==> config.mk <==
export PLATFORM = sky130hd
export DESIGN_NAME = tsc_multicycle_ctrl
export DESIGN_NICKNAME = d
export VERILOG_FILES = /design/src/rtl/tsc_multicycle_ctrl.sv
export SDC_FILE = /design/constraint.sdc
export NUM_CORES = 1
export LEC_CHECK = 0
export CAP_MARGIN = 5
export CORE_UTILIZATION = 40
export CTS_CLUSTER_DIAMETER = 150
export DETAILED_ROUTE_END_ITERATION = 8
export MAX_ROUTING_LAYER = met4
export PLACE_DENSITY = 0.79
export SYNTH_ARGS = -nofsm -noshare
export SYNTH_HDL_FRONTEND = slang
export SYNTH_SLANG_ARGS = --single-unit
==> constraint.sdc <==
create_clock -name clk -period 6.15 [get_ports clk]
set_input_delay 1.23 -clock clk [delete_from_list [all_inputs] [get_ports clk]]
set_output_delay 1.23 -clock clk [all_outputs]
set_load 0.005 [all_outputs]
==> src/rtl/tsc_multicycle_ctrl.sv <==
// rtl/tsc_multicycle_ctrl.sv - multi-cycle control FSM for the TSC CPU datapath
module tsc_multicycle_ctrl #(
  parameter int WORD_SIZE = 16,
  parameter int CNT_WIDTH = 16
) (
  input  logic                 clk,
  input  logic                 reset_cpu,
  input  logic                 cpu_enable,
  input  logic                 i_ready,
  input  logic [WORD_SIZE-1:0] i_data,
  output logic                 i_req,
  output logic [WORD_SIZE-1:0] ir,
  output logic                 pc_write,
  output logic                 pc_src,
  output logic                 alu_src_imm,
  output logic                 alu_latch,
  output logic                 wdata_lhi,
  output logic                 wreg_rd,
  output logic                 reg_write,
  output logic                 wwd_pulse,
  output logic [CNT_WIDTH-1:0] num_inst,
  output logic                 illegal_inst
);

  typedef enum logic [2:0] {
    S_IDLE,
    S_FETCH,
    S_DECODE,
    S_EXEC,
    S_WB
  } state_t;

  localparam logic [3:0] OP_ADI   = 4'h4;
  localparam logic [3:0] OP_LHI   = 4'h6;
  localparam logic [3:0] OP_JMP   = 4'h9;
  localparam logic [3:0] OP_RTYPE = 4'hF;
  localparam logic [5:0] FN_ADD   = 6'h00;
  localparam logic [5:0] FN_WWD   = 6'h1C;

  state_t     state;
  state_t     next_state;
  logic [3:0] opcode;
  logic [5:0] func;
  logic       is_adi;
  logic       is_lhi;
  logic       is_jmp;
  logic       is_add;
  logic       is_wwd;
  logic       active;
  logic       set_illegal;

  assign opcode = ir[WORD_SIZE-1 -: 4];
  assign func   = ir[5:0];
  assign is_adi = (opcode == OP_ADI);
  assign is_lhi = (opcode == OP_LHI);
  assign is_jmp = (opcode == OP_JMP);
  assign is_add = (opcode == OP_RTYPE) && (func == FN_ADD);
  assign is_wwd = (opcode == OP_RTYPE) && (func == FN_WWD);

  // Strobes only fire when the core is running and not being reset.
  assign active = !reset_cpu && cpu_enable;

  // Next-state and per-state strobe decode; every output defaults to 0.
  always_comb begin
    next_state  = state;
    i_req       = 1'b0;
    pc_write    = 1'b0;
    pc_src      = 1'b0;
    alu_src_imm = 1'b0;
    alu_latch   = 1'b0;
    wdata_lhi   = 1'b0;
    wreg_rd     = 1'b0;
    reg_write   = 1'b0;
    wwd_pulse   = 1'b0;
    set_illegal = 1'b0;
    if (active) begin
      case (state)
        S_IDLE: next_state = S_FETCH;
        S_FETCH: begin
          i_req = 1'b1;
          if (i_ready) next_state = S_DECODE;
        end
        S_DECODE: begin
          if (is_jmp) begin
            pc_write   = 1'b1;
            pc_src     = 1'b1;
            next_state = S_FETCH;
          end else if (is_add || is_adi) begin
            next_state = S_EXEC;
          end else if (is_lhi || is_wwd) begin
            next_state = S_WB;
          end else begin
            // Unsupported encodings retire as a NOP and raise the sticky flag.
            pc_write    = 1'b1;
            set_illegal = 1'b1;
            next_state  = S_FETCH;
          end
        end
        S_EXEC: begin
          alu_latch   = 1'b1;
          alu_src_imm = is_adi;
          next_state  = S_WB;
        end
        S_WB: begin
          pc_write   = 1'b1;
          reg_write  = is_add || is_adi || is_lhi;
          wreg_rd    = is_add;
          wdata_lhi  = is_lhi;
          wwd_pulse  = is_wwd;
          next_state = S_FETCH;
        end
        default: next_state = S_IDLE;
      endcase
    end
  end

  // State, instruction register, retire counter and sticky flag; frozen while disabled.
  always_ff @(posedge clk) begin
    if (reset_cpu) begin
      state        <= S_IDLE;
      ir           <= '0;
      num_inst     <= '0;
      illegal_inst <= 1'b0;
    end else if (cpu_enable) begin
      state <= next_state;
      if (state == S_FETCH && i_ready) ir <= i_data;
      if (pc_write) num_inst <= num_inst + CNT_WIDTH'(1);
      if (set_illegal) illegal_inst <= 1'b1;
    end
  end

endmodule

==> results of run 1 <==
## cell type report
cell class	instances	area share
Clock buffer	6	0.0331
Clock inverter	2	0.00401
Timing Repair Buffer	63	0.251
Inverter	7	0.0105
Tap cell	50	0.0251
Sequential cell	36	0.289
Multi-Input combinational cell	154	0.388
## cell usage in the layout, fill, tap and decap left out, drive strengths merged, types with 2 or more instances in the layout
cell type	instances
a21oi	15
inv	7
dfxtp	36
nand2	13
and2	2
and3	2
nand4	3
or4	5
o32a	2
mux2i	18
o21ai	5
or3	3
nor3	9
nand3	7
clkdlybuf4s50	61
clkbuf	6
nor2b	7
clkinv	2
buf	2
nand2b	4
nor4	2
nor2	35
mux2	5
o31ai	5
## power by group through the flow
stage / Combinational, uW / Clock [uW] / Sequential, uW
final: 42.2 / 175 / 241
after global routing: 46.3 / 195 / 242
after CTS: 42.4 / 181 / 241
after detailed placement: 42.2 / 0 / 247
after global placement: 41.9 / 0 / 246
after floorplan: 19.0 / 0 / 246
## sequential cells by signal, indices dropped and copies added (netlist names)
register and count:
ir 16, num_inst 16, state 3, illegal_inst 1
## routing by layer
layer,track usage,vias up,wire length (um)
met1,0.256,756,2060
met3,0.0517,5,179
met2,0.286,37,1930
li1,-,858,-
met5,-,-,0
met4,0.0703,0,63
## cell families (layout without fill, tap and decap cells)
| family | after synthesis | after routing |
|---|---|---|
| fa+ha+maj | 1 | 1 |
| xor+xnor | 1 | 1 |
| simple gates | 96 | 96 |
| compound gates | 33 | 33 |
| flops | 36 | 36 |
| mux | 23 | 23 |
| buf+inv | 17 | 78 |
## Yosys cell counts (all sizes together) (7+ instances only)
library cell | count | share of area
nor2 | 35 | 0.075
nor3 | 9 | 0.026
inv | 7 | 0.015
clkbuf | 8 | 0.017
dfxtp | 36 | 0.41
nand3 | 7 | 0.020
mux2i | 18 | 0.10
nor2b | 7 | 0.025
nand2 | 13 | 0.028
a21oi | 15 | 0.043
## through the flow
| stage | utilization | std cells |
|---|---|---|
| 3_3_place_gp | 0.584 | 310 |
| 2_1_floorplan | - | 207 |
| 3_5_place_dp | 0.584 | 310 |
| 4_1_cts | 0.607 | 318 |
| 6_report | 0.607 | 318 |
| 5_1_grt | 0.607 | 318 |
## how the worst max path moves through the flow
stage               end  startpoint  slack (ns)  depth (start not counted)
2_1_floorplan  pc_write   reset_cpu        2.74                          5
3_3_place_gp   pc_write  cpu_enable        1.69                          6
3_5_place_dp   pc_write  cpu_enable        1.64                          6
4_1_cts        pc_write  cpu_enable        1.64                          6
5_1_grt        pc_write  cpu_enable        1.48                          6
6_report       pc_write  cpu_enable        1.63                          6
## critical path: stages
cell,delay (ns)
clkdlybuf4s50_1,0.54
nor3b_1,0.32
nand2_1,0.20
o32a_4,0.44
inv_1,0.08
clkdlybuf4s50_1,0.49
==> flow_summary.ini, run 1 <==
[die]
die_height_um = 68.2
dieArea_sq_um = 4660
die_w_um = 68.2
ios = 62
coreArea_sq_um = 4120
rows = 23
start_util = 0.427

[synthesis]
synth_edf_count = 0
muxShareOfSynthArea = 0.135
synthXorXnorAreaFrac = 0.00499
synthCells = 207
synth_top_family_by_area = simple AND/OR/NAND/NOR gates
synthAdderAreaFrac = 0.00713
syn_area_sq_um = 1760
synth_warnings = 0
ys_ff_latch = 36
syn-num-nets = 228
synth_ff_type = dfxtp_1
syn_avg_cell_area_sq_um = 8.48
synthArstFlopShare = 0
synth-simple-area-share = 0.276
synth-seq-area-share = 0.411
ys_types = 37
synth_compound_area_frac = 0.129

[worst_setup_path]
worstReg2RegEnd = num_inst[13]
critical_path_arrival_ns = 3.29
path_max_fanout = 17
end_kind = primary output
timing.rr.start = state[0]
rrSetupSlack_ns = 3.94
cp-start-kind = input pin
crit_type = input pin to primary output
cp_data_required_time_ns = 4.92
ff2ff_path_depth = 5

[clock_network]
cts_hold_buf = 0
clock_sinks = 36
cts_tree = built
post_cts_resized = 0
clock_latency_ns = 0.29
post-cts-setup-buffers = 0
cts_root_buffer = clkbuf_8
cts-buffers-inserted = 5
cts_buffer_depth = 2
cts.clk_slew.worst_paths_ns = 0.07
cts_max_level = 2

[layout]
drive_above_1_share = 0.0560
multiInputGateArea_sq_um = 968
regArea_sq_um = 721
postLayoutCellArea_sq_um = 2500
syn2layout_area_growth_pct = 42.2
fillers = 376
antenna_cells = 0
fin_nets = 288

[pwr]
power_frac_comb = 0.092
leakage_uw = 0.000961
power.internal_uw = 351
ir_drop_mv = 0.105
swShare = 0.234
clkPwrFrac = 0.382
p_sw_uw = 107
pwr-share-seq = 0.526
finalPower_uw = 459
power_density_nw_per_um2 = 184

[place]
pre_cts_slack_ns = 1.64
post_dp_cell_area_sq_um = 2400
port-buffer-count = 61
dp_hpwl_um = 3090
gp_congestion = 0.791

[sta]
finalMaxSlewViolations = 0
setup_tns_ns = 0
layout_setup_ws_ns = 1.63
grt_setup_unrepaired = no
timing.fmax_mhz = 221
final-setup-viol-count = 0
fin_crit_sh = 0.735
finClkSkew_ns = 0.00175
final-hold-violation-count = 0
slew_headroom = 0.644
whs_ns = 0.500
worstMarginPinSlew_ns = 0.531
finalCriticalPeriod_ns = 4.52

[outcome]
status = finished, final reports clean

[global_route]
grt_start_max_net_pins = 41
antenna_found_initial = 0
grt_overflow = 0
first_global_vias = 1414
grt_first_pass_wirelength_um = 6570
track_usage = 0.195

[routing]
viasPerCell = 5.21
first_pass_iters = 4
wire_per_inst_um = 13.3
drc = 0
drt_iter0_drc = 114
drt_wl_total_um = 4240
ant_nets = 0
vias = 1656

[worst_hold_path]
min_path_cells = 2
hold_path_class = register to register
min_from = ir[8]
hold_path_end = ir[8]

[run]
cap_violations = 0
Note: power is estimated with default switching activity, not from simulation.
==> run 2, diff against run 1 <==
==> constraint.sdc (replaced) <==
create_clock -name clk -period 4.2 [get_ports clk]
set_input_delay 0.84 -clock clk [delete_from_list [all_inputs] [get_ports clk]]
set_output_delay 0.84 -clock clk [all_outputs]
set_load 0.005 [all_outputs]
==> run 2 against run 1 <==
  * Clock-buffer cell count decreased by 1
  * Via count is 1.1% higher
  * Critical path depth unchanged
  * Register-to-register slack worse by 1.9 ns
  * Sequential share of layout area shrank 0.39 points
  * Cell count up 0.63%
  * Setup slack got worse by 1.1 ns
  * Critical path type unchanged
==> flow_summary.ini, run 2 (same netlist as run 1, synthesis figures left out) <==
[outcome]
status = finished, final reports clean

[clock_network]
post-cts-setup-buffers = 0
clock_latency_ns = 0.30
cts.clk_slew.worst_paths_ns = 0.07
cts_max_level = 2
cts_tree = built
post_cts_resized = 0
cts_root_buffer = clkbuf_8
cts_buffer_depth = 2
cts-buffers-inserted = 5
clock_sinks = 36
cts_hold_buf = 0

[global_route]
grt_overflow = 0
grt_first_pass_wirelength_um = 6800
track_usage = 0.202
grt_start_max_net_pins = 23
first_global_vias = 1566
antenna_found_initial = 0

[worst_setup_path]
timing.rr.start = state[0]
cp-start-kind = input pin
path_max_fanout = 17
critical_path_arrival_ns = 2.86
cp_data_required_time_ns = 3.36
rrSetupSlack_ns = 2.05
worstReg2RegEnd = num_inst[9]
critPathLaunch = cpu_enable
end_kind = primary output
ff2ff_path_depth = 5
crit_type = input pin to primary output

[routing]
viasPerCell = 5.23
vias = 1675
drt_wl_total_um = 4320
drt_iter0_drc = 152
wire_per_inst_um = 13.5
ant_nets = 0
drc = 0
first_pass_iters = 4

[die]
die_height_um = 68.2
die_w_um = 68.2
ios = 62
rows = 23
coreArea_sq_um = 4120
dieArea_sq_um = 4660
start_util = 0.427

[layout]
mostFrequentLayoutCell = clkdlybuf4s50_1
drive_above_1_share = 0.0630
finalNonFillerCells = 320
fin_nets = 290
syn2layout_area_growth_pct = 44.1
top_regs = ir: 16 flops, num_inst: 16 flops, state: 3 flops
antenna_cells = 0
final_cell_mix = clkdlybuf4s50_1, dfxtp_1, nor2_1
post-route-util = 0.615

[sta]
grt_setup_unrepaired = no
final-setup-viol-count = 0
slew_headroom = 0.600
final-hold-violation-count = 0
finalCriticalPeriod_ns = 3.70
fin_crit_sh = 0.880
worstMarginPinSlew_ns = 0.597
setup_tns_ns = 0
timing.fmax_mhz = 271
finClkSkew_ns = 0.0103
layout_setup_ws_ns = 0.504
finalMaxSlewViolations = 0

[worst_hold_path]
min_path_cells = 2
hold_path_end = num_inst[10]
hold_path_class = register to register
min_from = num_inst[10]

[place]
gp_congestion = 0.804
pre_cts_slack_ns = 0.531
port-buffer-count = 61
dp_hpwl_um = 3160
placed_cells = 312

[run]
cap_violations = 0

[pwr]
ir_drop_mv = 0.218
leakage_uw = 0.000973
power_density_nw_per_um2 = 287
finalPower_uw = 726
## run 2: changes by cell type in the layout (fill, tap and decap cells not counted), sizes merged
cell,before,now
clkinv,2,1
clkbuf,6,5
clkinvlp,0,1
bufinv,0,1
buf,2,4
## run 2: how the worst max path moves through the flow
stage / to / slack (ns) / cells after the start
finish: pc_write / 0.50 / 6
detailed placement: pc_write / 0.53 / 6
global placement: pc_write / 0.54 / 6
floorplan: pc_write / 1.57 / 5
global route: pc_write / 0.36 / 6
CTS: pc_write / 0.52 / 6
## run 2: critical path: stages
cell and delay [ns]:
clkdlybuf4s50_1 0.53, nor3b_1 0.26, nand2_1 0.21, o32a_4 0.45, inv_1 0.08, clkdlybuf4s50_1 0.49
## run 2: report_power, final
| group | leakage (uW) | internal [uW] | total, uW | switching (uW) |
|---|---|---|---|---|
| Clock | 0.0000541 | 176 | 308 | 132 |
| Combinational | 0.000628 | 37.7 | 64.1 | 26.4 |
| Sequential | 0.000291 | 347 | 353 | 6.34 |
## run 2: per-stage QoR
| step | instance area [sq um] | hold slack, ns |
|---|---|---|
| floorplan | 1760 | 0.460 |
| global placement | 2420 | 0.463 |
| detailed placement | 2420 | 0.463 |
| CTS | 2530 | 0.498 |
| global route | 2530 | 0.534 |
| finish | 2530 | 0.502 |
## run 2: cell type report
| type | count | area [sq um] |
|---|---|---|
| tap | 50 | 62.6 |
| multi-input combinational | 154 | 968 |
| timing repair buffer | 65 | 641 |
| fill | 371 | 1590 |
| clock buffer | 5 | 68.8 |
| clock inverter | 3 | 42.5 |
| inverter | 7 | 26.3 |
| sequential | 36 | 721 |
## run 2: per-layer routing
| metal | routed length (um) | part of all wire | track usage |
|---|---|---|---|
| met1 | 2060 | 0.48 | 0.248 |
| met2 | 1950 | 0.45 | 0.303 |
| met3 | 223 | 0.052 | 0.0533 |
| met4 | 81 | 0.019 | 0.104 |
| met5 | 0 | 0 | - |
